## config.mk

```make
export PLATFORM = sky130hd
export DESIGN_NAME = mach_dem_xuong_4bit
export DESIGN_NICKNAME = d
export VERILOG_FILES = /design/src/rtl/mach_dem_xuong_4bit.sv
export SDC_FILE = /design/constraint.sdc
export NUM_CORES = 1
export LEC_CHECK = 0
export ABC_CLOCK_PERIOD_IN_PS = 2390
export CAP_MARGIN = 10
export CORE_UTILIZATION = 39
export CTS_CLUSTER_DIAMETER = 80
export DETAILED_ROUTE_END_ITERATION = 6
export GPL_ROUTABILITY_DRIVEN = 0
export HOLD_SLACK_MARGIN = 0.15
export PLACE_DENSITY_LB_ADDON = 0.1
export REMOVE_ABC_BUFFERS = 1
export SLEW_MARGIN = 5
export SYNTH_ARGS = -nofsm -noshare
export SYNTH_HDL_FRONTEND = slang
export SYNTH_SLANG_ARGS = --single-unit
```

## constraint.sdc

```tcl
create_clock -name clk -period 2.39 [get_ports clk]
set_clock_uncertainty 0.1 [all_clocks]
set_input_delay 0.478 -clock clk [delete_from_list [all_inputs] [get_ports clk]]
set_output_delay 0.478 -clock clk [all_outputs]
set_load 0.01 [all_outputs]
```

## src/rtl/mach_dem_xuong_4bit.sv

```systemverilog
// rtl/mach_dem_xuong_4bit.sv - loadable down counter with auto-reload / one-shot modes
// Registered terminal-count pulse; busy reflects the RUN state.
module mach_dem_xuong_4bit #(
   parameter int unsigned           WIDTH          = 4,
   parameter logic [WIDTH-1:0]      RELOAD_DEFAULT = {WIDTH{1'b1}}
) (
   input  logic             clk,
   input  logic             rs,
   input  logic             en,
   input  logic             load,
   input  logic [WIDTH-1:0] d,
   input  logic             oneshot,
   output logic [WIDTH-1:0] q,
   output logic             tc,
   output logic             busy
);

   typedef enum logic {RUN = 1'b0, STOP = 1'b1} state_t;

   state_t           state_q, state_d;
   logic [WIDTH-1:0] cnt_q, cnt_d;
   logic [WIDTH-1:0] rl_q, rl_d;
   logic             tc_q, tc_d;

   always_ff @(posedge clk or posedge rs) begin
      if (rs) begin
         state_q <= RUN;
         cnt_q   <= RELOAD_DEFAULT;
         rl_q    <= RELOAD_DEFAULT;
         tc_q    <= 1'b0;
      end else begin
         state_q <= state_d;
         cnt_q   <= cnt_d;
         rl_q    <= rl_d;
         tc_q    <= tc_d;
      end
   end

   always_comb begin
      state_d = state_q;
      cnt_d   = cnt_q;
      rl_d    = rl_q;
      tc_d    = 1'b0;
      if (load) begin
         // load wins over counting and is the only exit from STOP
         cnt_d   = d;
         rl_d    = d;
         state_d = RUN;
      end else if (state_q == RUN && en) begin
         if (cnt_q != '0) begin
            cnt_d = cnt_q - 1'b1;
            tc_d  = (cnt_q == {{(WIDTH-1){1'b0}}, 1'b1});
         end else if (!oneshot) begin
            cnt_d = rl_q;
            tc_d  = (rl_q == '0);
         end else begin
            state_d = STOP;
         end
      end
   end

   assign q    = cnt_q;
   assign tc   = tc_q;
   assign busy = (state_q == RUN);

endmodule

```

; ---- Word-level counts from Yosys, hierarchy flattened
; Cells that the tools add are included.
; Widths: inputs -> output; s select.
[totals]
elab_cells = 28
register_bits = 10
[op_classes]
reduce_logical = 7
bitwise = 1
n_eq_ne = 3
muxes = 12
add_sub_neg = 1
[ops]
columns = operator, count
row1 = $mux 4, 4
row2 = $mux 1, 8
row3 = $eq 4x1->1 const B, 1
row4 = $logic_not 4->1, 1
row5 = $reduce_bool 2->1, 2
row6 = $reduce_bool 4->1, 1
row7 = $sub 4x1->4 const B, 1
row8 = $ne 3x2->1 const B, 1
row9 = $reduce_and 3->1, 1
row10 = $ne 2x2->1 const B, 1
row11 = $reduce_and 2->1, 1
row12 = $logic_and 1x1->1, 1
row13 = $not 1->1, 1

; ---- Longest topological paths before layout
; Gate-level depths: netlist of run 1.
[depth]
depth_word = 5
mapped_depth = 5
ltp_nobuf = 5

; ---- Worst setup path before layout of run 1
; No wires, ideal clock.
[synth_timing]
kind = register to register
from = register cnt_q[0] (netlist: q[0])
to = register cnt_q[3] (netlist: q[3])
stages_incl_launch_ff = 6
t_arrival_ps = 1694
n_path_buf = 0
period_less_slack_ps = 1866
slack_ps = 524
t_required_ps = 2218
path_cell_list = dfstp_2 > inv_1 > ha_1 > and4bb_4 > or4_1 > o21ai_1
[synth_via]
elab_chain_len = 4
[synth_rtl]
columns = element, line_no
row1 = "start, declared", 21  ; logic [WIDTH-1:0] cnt_q, cnt_d;
row2 = "start signal, assigned", 33  ; cnt_q <= cnt_d;
row3 = $sub 4x1->4 / $reduce_bool 4->1 (equally long branches), "51, 50"
row4 = $mux 4, 50  ; if (cnt_q != '0) begin
row5 = $mux 4, 49  ; end else if (state_q == RUN && en) begin
row6 = $mux 4, 44  ; if (load) begin
; Several ways; a longest one is shown, not always the timed one. The select of a mux whose other input is x is not followed.
; A chain may end at the register's enable or synchronous reset.

; ---- Worst setup path after layout of run 1
[layout_timing]
from = register cnt_q[3] (netlist: q[3])
to = output q[3]
[layout_lines]
columns = element, line_no
row1 = "end, declared", 13  ; output logic [WIDTH-1:0] q,
; No word-level cell between the ends.

==> run_results.csv, run 1 <==
group,metric,value,unit
worst_setup_path,crit_fanout,9,
die,dieWidth,40.92,µm
worst_setup_path,required,1810,ps
yosys,ys.warnings.count,0,
die,ioPinCount,15,
timing,finalCritPeriodShare,84.14,%
global_routing,overflow,0,
clock_tree,cts_tree,"built",
pwr,clock_power_share,25.9,%
clock_tree,cts_sinks,10,
worst_setup_path,path_buf_inv,1,
cells_and_area,fin_util,57.46,%
cells_and_area,final_area,775.7,µm²
worst_setup_path,cpPeakStageDelay,620,ps
run_status,status,"completed",
placed_design,port_buffers,14,
clock_tree,clk_pin_slew_worst_paths,70,ps
flow_run,drv_cap,0,
placed_design,postPlaceCellArea,753.2,µm²
cells_and_area,drive_above_1_share,22.08,%
clock_tree,cts-root-buf,"clkbuf_4",
timing,worstMarginPinSlew,386.4,ps
global_routing,grt_pass1_vias,457,
pwr,ir_drop,0.2582,mV
route,wirelength,1.285,mm
die,die_area,0.001674,mm²
pwr,power_density,582.3,mW/mm²
global_routing,grt_usage,19.28,%
timing,tns,0,ps
cells_and_area,diodes,0,
yosys,yosysUniqueCellTypes,32,
timing,hold_viol_final,0,
pwr,fin_total_pwr,0.0004517,W
cells_and_area,final_common_cell,"clkdlybuf4s50_1",
clock_tree,cts-hold-fix-buffers,0,
yosys,avgSynthCellArea,9.843,µm²
global_routing,antenna_found_initial,0,
route,ant_nets,0,
timing,layout_min_cycle_time,2011,ps
die,row_count,13,
pwr,p_sw_share,29.14,%
worst_hold_path,hp-class,"in2async",
cells_and_area,area_growth_syn_to_layout,31.36,%
clock_tree,clock_latency,260,ps
yosys,syn_area,590.6,µm²
timing,max_freq,0.4973,GHz
die,core,0.001350,mm²
die,start_util,43.74,%
worst_setup_path,crit_family,"flip-flops",
clock_tree,cts_max_path_buffers,2,
route,first_iter_violations,15,
clock_tree,post_cts_buffers,0,
route,vias,494,
worst_setup_path,slowest_stage,"dfstp_2",
worst_setup_path,cp-end-kind,"output port",
pwr,p_int,0.0003201,W
clock_tree,cts_made_buffers,3,
yosys,seq_area_frac_synth,44.07,%
timing,slew_violations,0,
clock_tree,cts_max_level,1,
cells_and_area,final_cell_mix,"clkdlybuf4s50_1, inv_1, dfstp_2",
cells_and_area,nNetsFinal,90,
timing,rsz0062_at_grt,"false",
route,drt_pre_antenna_iters,5,
worst_setup_path,path_cells,"clkdlybuf4s50_1",
route,via_per_inst,5.370,
global_routing,grt_pass1_wl,2.021,mm
worst_setup_path,criticalPathCategory,"reg2out",
worst_setup_path,worstPathArrival,1430,ps
timing,report.final.setup_viol,0,
placed_design,dp_hpwl,965.8,µm
clock_tree,cts-resized-gates,0,
pwr,static-leakage-power,0.3224,nW
global_routing,grt_start_max_net_pins,11,
pwr,combinationalPowerShare,25.4,%
pwr,seqPwrFrac,48.7,%
timing,relSlewSlack,74.21,%
yosys,synth_seq_cells,10,
route,drcViolationCount,0,
route,wl_per_cell,13.97,µm
worst_setup_path,start_kind,"flop",
pwr,power_switching,0.0001316,W
die,die_h,40.92,µm
yosys,syn_inst,60,
logic make-up after synthesis:
family | Yosys count | synth area share (%)
simple gates | 20 | 23.31
compound gates | 16 | 18.22
buf+inv | 10 | 6.355
flops | 10 | 44.07
mux | 2 | 3.813
fa+ha+maj | 2 | 4.237
cells in the mapped netlist:
| library cell | count | area (µm²) |
|---|---|---|
| inv_1 | 9 | 33.78 |
| dfstp_2 | 8 | 210.2 |
| nor2b_1 | 3 | 18.77 |
| a21o_1 | 2 | 15.01 |
| a31oi_1 | 2 | 12.51 |
| dfrtp_1 | 2 | 50.05 |
| ha_1 | 2 | 25.02 |
| mux2_2 | 2 | 22.52 |
| nand2_1 | 2 | 7.510 |
| nor2_1 | 2 | 7.510 |
| o211ai_1 | 2 | 15.01 |
| o21ai_0 | 2 | 10.01 |
| o21ai_1 | 2 | 10.01 |
| or4b_1 | 2 | 20.02 |
| a211oi_1 | 1 | 7.510 |
| a21oi_1 | 1 | 5.000 |
| a311oi_1 | 1 | 8.760 |
| and2_1 | 1 | 6.260 |
| and3_1 | 1 | 6.260 |
| and4bb_4 | 1 | 16.27 |
| clkbuf_1 | 1 | 3.750 |
| nand2b_1 | 1 | 6.260 |
| nor3_1 | 1 | 5.000 |
| nor3b_1 | 1 | 7.510 |
| nor4_1 | 1 | 6.260 |
| nor4b_1 | 1 | 8.760 |
| o2111ai_1 | 1 | 8.760 |
| o221ai_1 | 1 | 8.760 |
| o22ai_1 | 1 | 6.260 |
| or2_2 | 1 | 6.260 |
| or3_2 | 1 | 7.510 |
| or4_1 | 1 | 7.510 |
metrics by stage:
step                hold WS, ps  instances  setup WS [ps]
floorplan                 212.5         59          524.4
global route              418.8         92          304.1
detailed placement        379.9         89          430.5
CTS                       390.9         92          379.8
global placement          371.7         89          424.4
finish                    388.5         92          379.1
final timing paths:
kind | from | end | slack, ps | cells past startpoint
min | rs | state_q | 390 | 2
max in group asynchronous | rs | q[2] | 1490 | 2
min in group clk | rl_q[0] | rl_q[0] | 390 | 2
max | q[3] | q[3] | 380 | 1
min reg2reg | rl_q[0] | rl_q[0] | 390 | 2
max reg2reg | q[0] | q[3] | 420 | 5
power by group through the flow:
stage               Combinational, W  Sequential (W)  Clock [W]
detailed placement          0.000115        0.000222          0
CTS                         0.000116        0.000219   0.000119
finish                      0.000115        0.000220   0.000117
global placement            0.000114        0.000221          0
floorplan                  0.0000620        0.000220          0
global route                0.000129        0.000224   0.000127
flip-flops by register name, summed over array words and instances (netlist names):
name and count:
state_q 1, tc 1, q 4, rl_q 4
per-layer routing:
metal  global-route usage [%]  vias up  share of wire, %
met5                        0        -                 0
met2                    30.47       13                46
li1                         -      254                 -
met1                    24.75      227                49
met4                    7.500        0                 0
met3                    4.891        0               4.3
final cells by class:
cell class              count  area, µm²
multi-input cells          40      292.8
repair buffers             15      147.6
well taps                  15      18.77
inverters                   9      33.78
fillers                   127      574.3
clock buffers               3      22.52
flip-flops and latches     10      260.3
Power figures use the tool's default switching activity.
==> inputs of run 2 (changes only) <==
--- a/config.mk
+++ b/config.mk
@@ -5,7 +5,7 @@
 export SDC_FILE = /design/constraint.sdc
 export NUM_CORES = 1
 export LEC_CHECK = 0
-export ABC_CLOCK_PERIOD_IN_PS = 2390
+export ABC_CLOCK_PERIOD_IN_PS = 1700
 export CAP_MARGIN = 10
 export CORE_UTILIZATION = 39
 export CTS_CLUSTER_DIAMETER = 80
==> constraint.sdc (replaced) <==
create_clock -name clk -period 1.7 [get_ports clk]
set_clock_uncertainty 0.1 [all_clocks]
set_input_delay 0.34 -clock clk [delete_from_list [all_inputs] [get_ports clk]]
set_output_delay 0.34 -clock clk [all_outputs]
set_load 0.01 [all_outputs]
==> run_results.csv, run 2 (same netlist as run 1, synthesis figures left out) <==
group,metric,value,unit
cells_and_area,fin_util,68.77,%
global_routing,grt_pass1_wl,2.214,mm
die,die_h,40.92,µm
die,dieWidth,40.92,µm
run_status,status,"complete, but fails checks",
clock_tree,clk_pin_slew_worst_paths,70,ps
timing,whs,236.8,ps
clock_tree,cts_sinks,10,
pwr,clock_power_share,29.2,%
timing,report.final.setup_viol,1,
worst_hold_path,hp-class,"in2async",
route,drcViolationCount,0,
die,ioPinCount,15,
timing,relSlewSlack,74.14,%
clock_tree,cts-hold-fix-buffers,0,
pwr,power_density,820.8,mW/mm²
global_routing,overflow,0,
die,row_count,13,
die,die_area,0.001674,mm²
flow_run,drv_cap,0,
worst_setup_path,worstPathArrival,1840,ps
timing,hold_viol_final,0,
global_routing,antenna_found_initial,0,
cells_and_area,area_growth_syn_to_layout,57.20,%
global_routing,grt_pass1_vias,528,
die,start_util,43.74,%
pwr,p_int,0.0005455,W
clock_tree,cts_max_path_buffers,2,
route,via_per_inst,5.187,
route,drt_pre_antenna_iters,2,
pwr,p_sw_share,28.42,%
cells_and_area,final_common_cell,"buf_4",
cells_and_area,diodes,0,
timing,worstMarginPinSlew,387.4,ps
clock_tree,clock_latency,270,ps
placed_design,port_buffers,14,
route,first_iter_violations,8,
pwr,power_switching,0.0002166,W
worst_setup_path,r2r_slack,-40,ps
pwr,seqPwrFrac,38.4,%
timing,layout_min_cycle_time,1735,ps
worst_setup_path,crit_fanout,4,
worst_setup_path,criticalPathCategory,"reg2reg",
pwr,fin_total_pwr,0.0007620,W
run_status,violations,"setup timing",
placed_design,dp_hpwl,1.053,mm
cells_and_area,nNetsFinal,104,
clock_tree,cts_made_buffers,3,
die,core,0.001350,mm²
global_routing,grt_usage,20.95,%
global_routing,grt_start_max_net_pins,11,
route,vias,555,
worst_setup_path,start_kind,"flop",
clock_tree,cts-root-buf,"clkbuf_4",
timing,worst_slack,-35.00,ps
route,ant_nets,0,
timing,max_freq,0.5764,GHz
placed_design,pre_cts_ws,-89.12,ps
clock_tree,cts_max_level,1,
placed_design,dp_cells,100,
worst_setup_path,required,1810,ps
worst_setup_path,cp-end-kind,"flop",
pwr,ir_drop,0.6630,mV
clock_tree,cts_tree,"built",
timing,finalCritPeriodShare,102.1,%
cells_and_area,layoutNonFillerInstCount,107,
timing,slew_violations,0,
pwr,combinationalPowerShare,32.3,%
cells_and_area,final_cell_mix,"buf_4, clkdlybuf4s50_1, dfstp_2",
cells_and_area,drive_above_1_share,43.48,%
pwr,static-leakage-power,0.4073,nW
timing,rsz0062_at_grt,"true",
route,wirelength,1.466,mm
route,wl_per_cell,13.70,µm
## run 2: changes by cell type in the layout (fill, tap and decap cells not counted), sizes merged
cell / before / now
buf: 1 / 15
clkdlybuf4s15: 0 / 1
clkdlybuf4s50: 14 / 9
dlygate4sd2: 0 / 4
clkbuf: 3 / 4
## run 2: power by group through the flow
| stage | Sequential (W) | Clock (W) | Combinational (W) |
|---|---|---|---|
| floorplan | 0.000309 | 0 | 0.0000872 |
| global placement | 0.000301 | 0 | 0.000212 |
| detailed placement | 0.000301 | 0 | 0.000212 |
| CTS | 0.000293 | 0.000222 | 0.000228 |
| global route | 0.000297 | 0.000233 | 0.000270 |
| finish | 0.000293 | 0.000223 | 0.000246 |
## run 2: per-layer routing
layer | vias to the layer above | part of all wire (%) | global-route usage, %
met3 | 4 | 3.8 | 6.522
met2 | 12 | 48 | 34.38
li1 | 284 | - | -
met4 | 0 | 1.6 | 10.00
met1 | 255 | 47 | 24.41
met5 | - | 0 | 0
## run 2: repair_timing
action	in CTS	in global routing
setup buffers	2	1
pin swaps	1	3
gates resized for setup	10	6
endpoints found under the setup margin	7	3
## run 2: metrics by stage
step	cell area (µm²)	setup TNS, ps
finish	928.4	-35.00
global route	928.4	-118.0
CTS	897.1	-14.56
detailed placement	835.8	-254.7
global placement	835.8	-254.8
floorplan	586.8	-320.2
## run 2: layout make-up
class,count,area [µm²]
inverter,9,33.78
sequential,10,260.3
fill,109,421.7
clock buffer,4,36.28
timing repair buffer,29,247.7
multi-input combinational,40,331.6
tap,15,18.77
## run 2: worst paths after layout
kind                            to  startpoint  depth (start not counted)
min                        state_q          rs                          2
max                           q[3]        q[0]                          5
max reg2reg                   q[3]        q[0]                          5
min in group clk           rl_q[0]     rl_q[0]                          2
min reg2reg                rl_q[0]     rl_q[0]                          2
max in group asynchronous     q[3]          rs                          2
## run 2: critical path, cell delays in order (launching register included)
cell,delay [ps]
dfstp_2,540
inv_2,50
ha_4,160
and4bb_4,190
or4_4,480
o21ai_2,150
==> inputs of run 3 (changes only) <==
--- a/config.mk
+++ b/config.mk
@@ -14,7 +14,7 @@
 export HOLD_SLACK_MARGIN = 0.15
 export PLACE_DENSITY_LB_ADDON = 0.1
 export REMOVE_ABC_BUFFERS = 1
-export SLEW_MARGIN = 5
+export SLEW_MARGIN = 20
 export SYNTH_ARGS = -nofsm -noshare
 export SYNTH_HDL_FRONTEND = slang
 export SYNTH_SLANG_ARGS = --single-unit
==> results of run 3 <==
No change in the layout: final DEF, timing and power equal those of run 2.
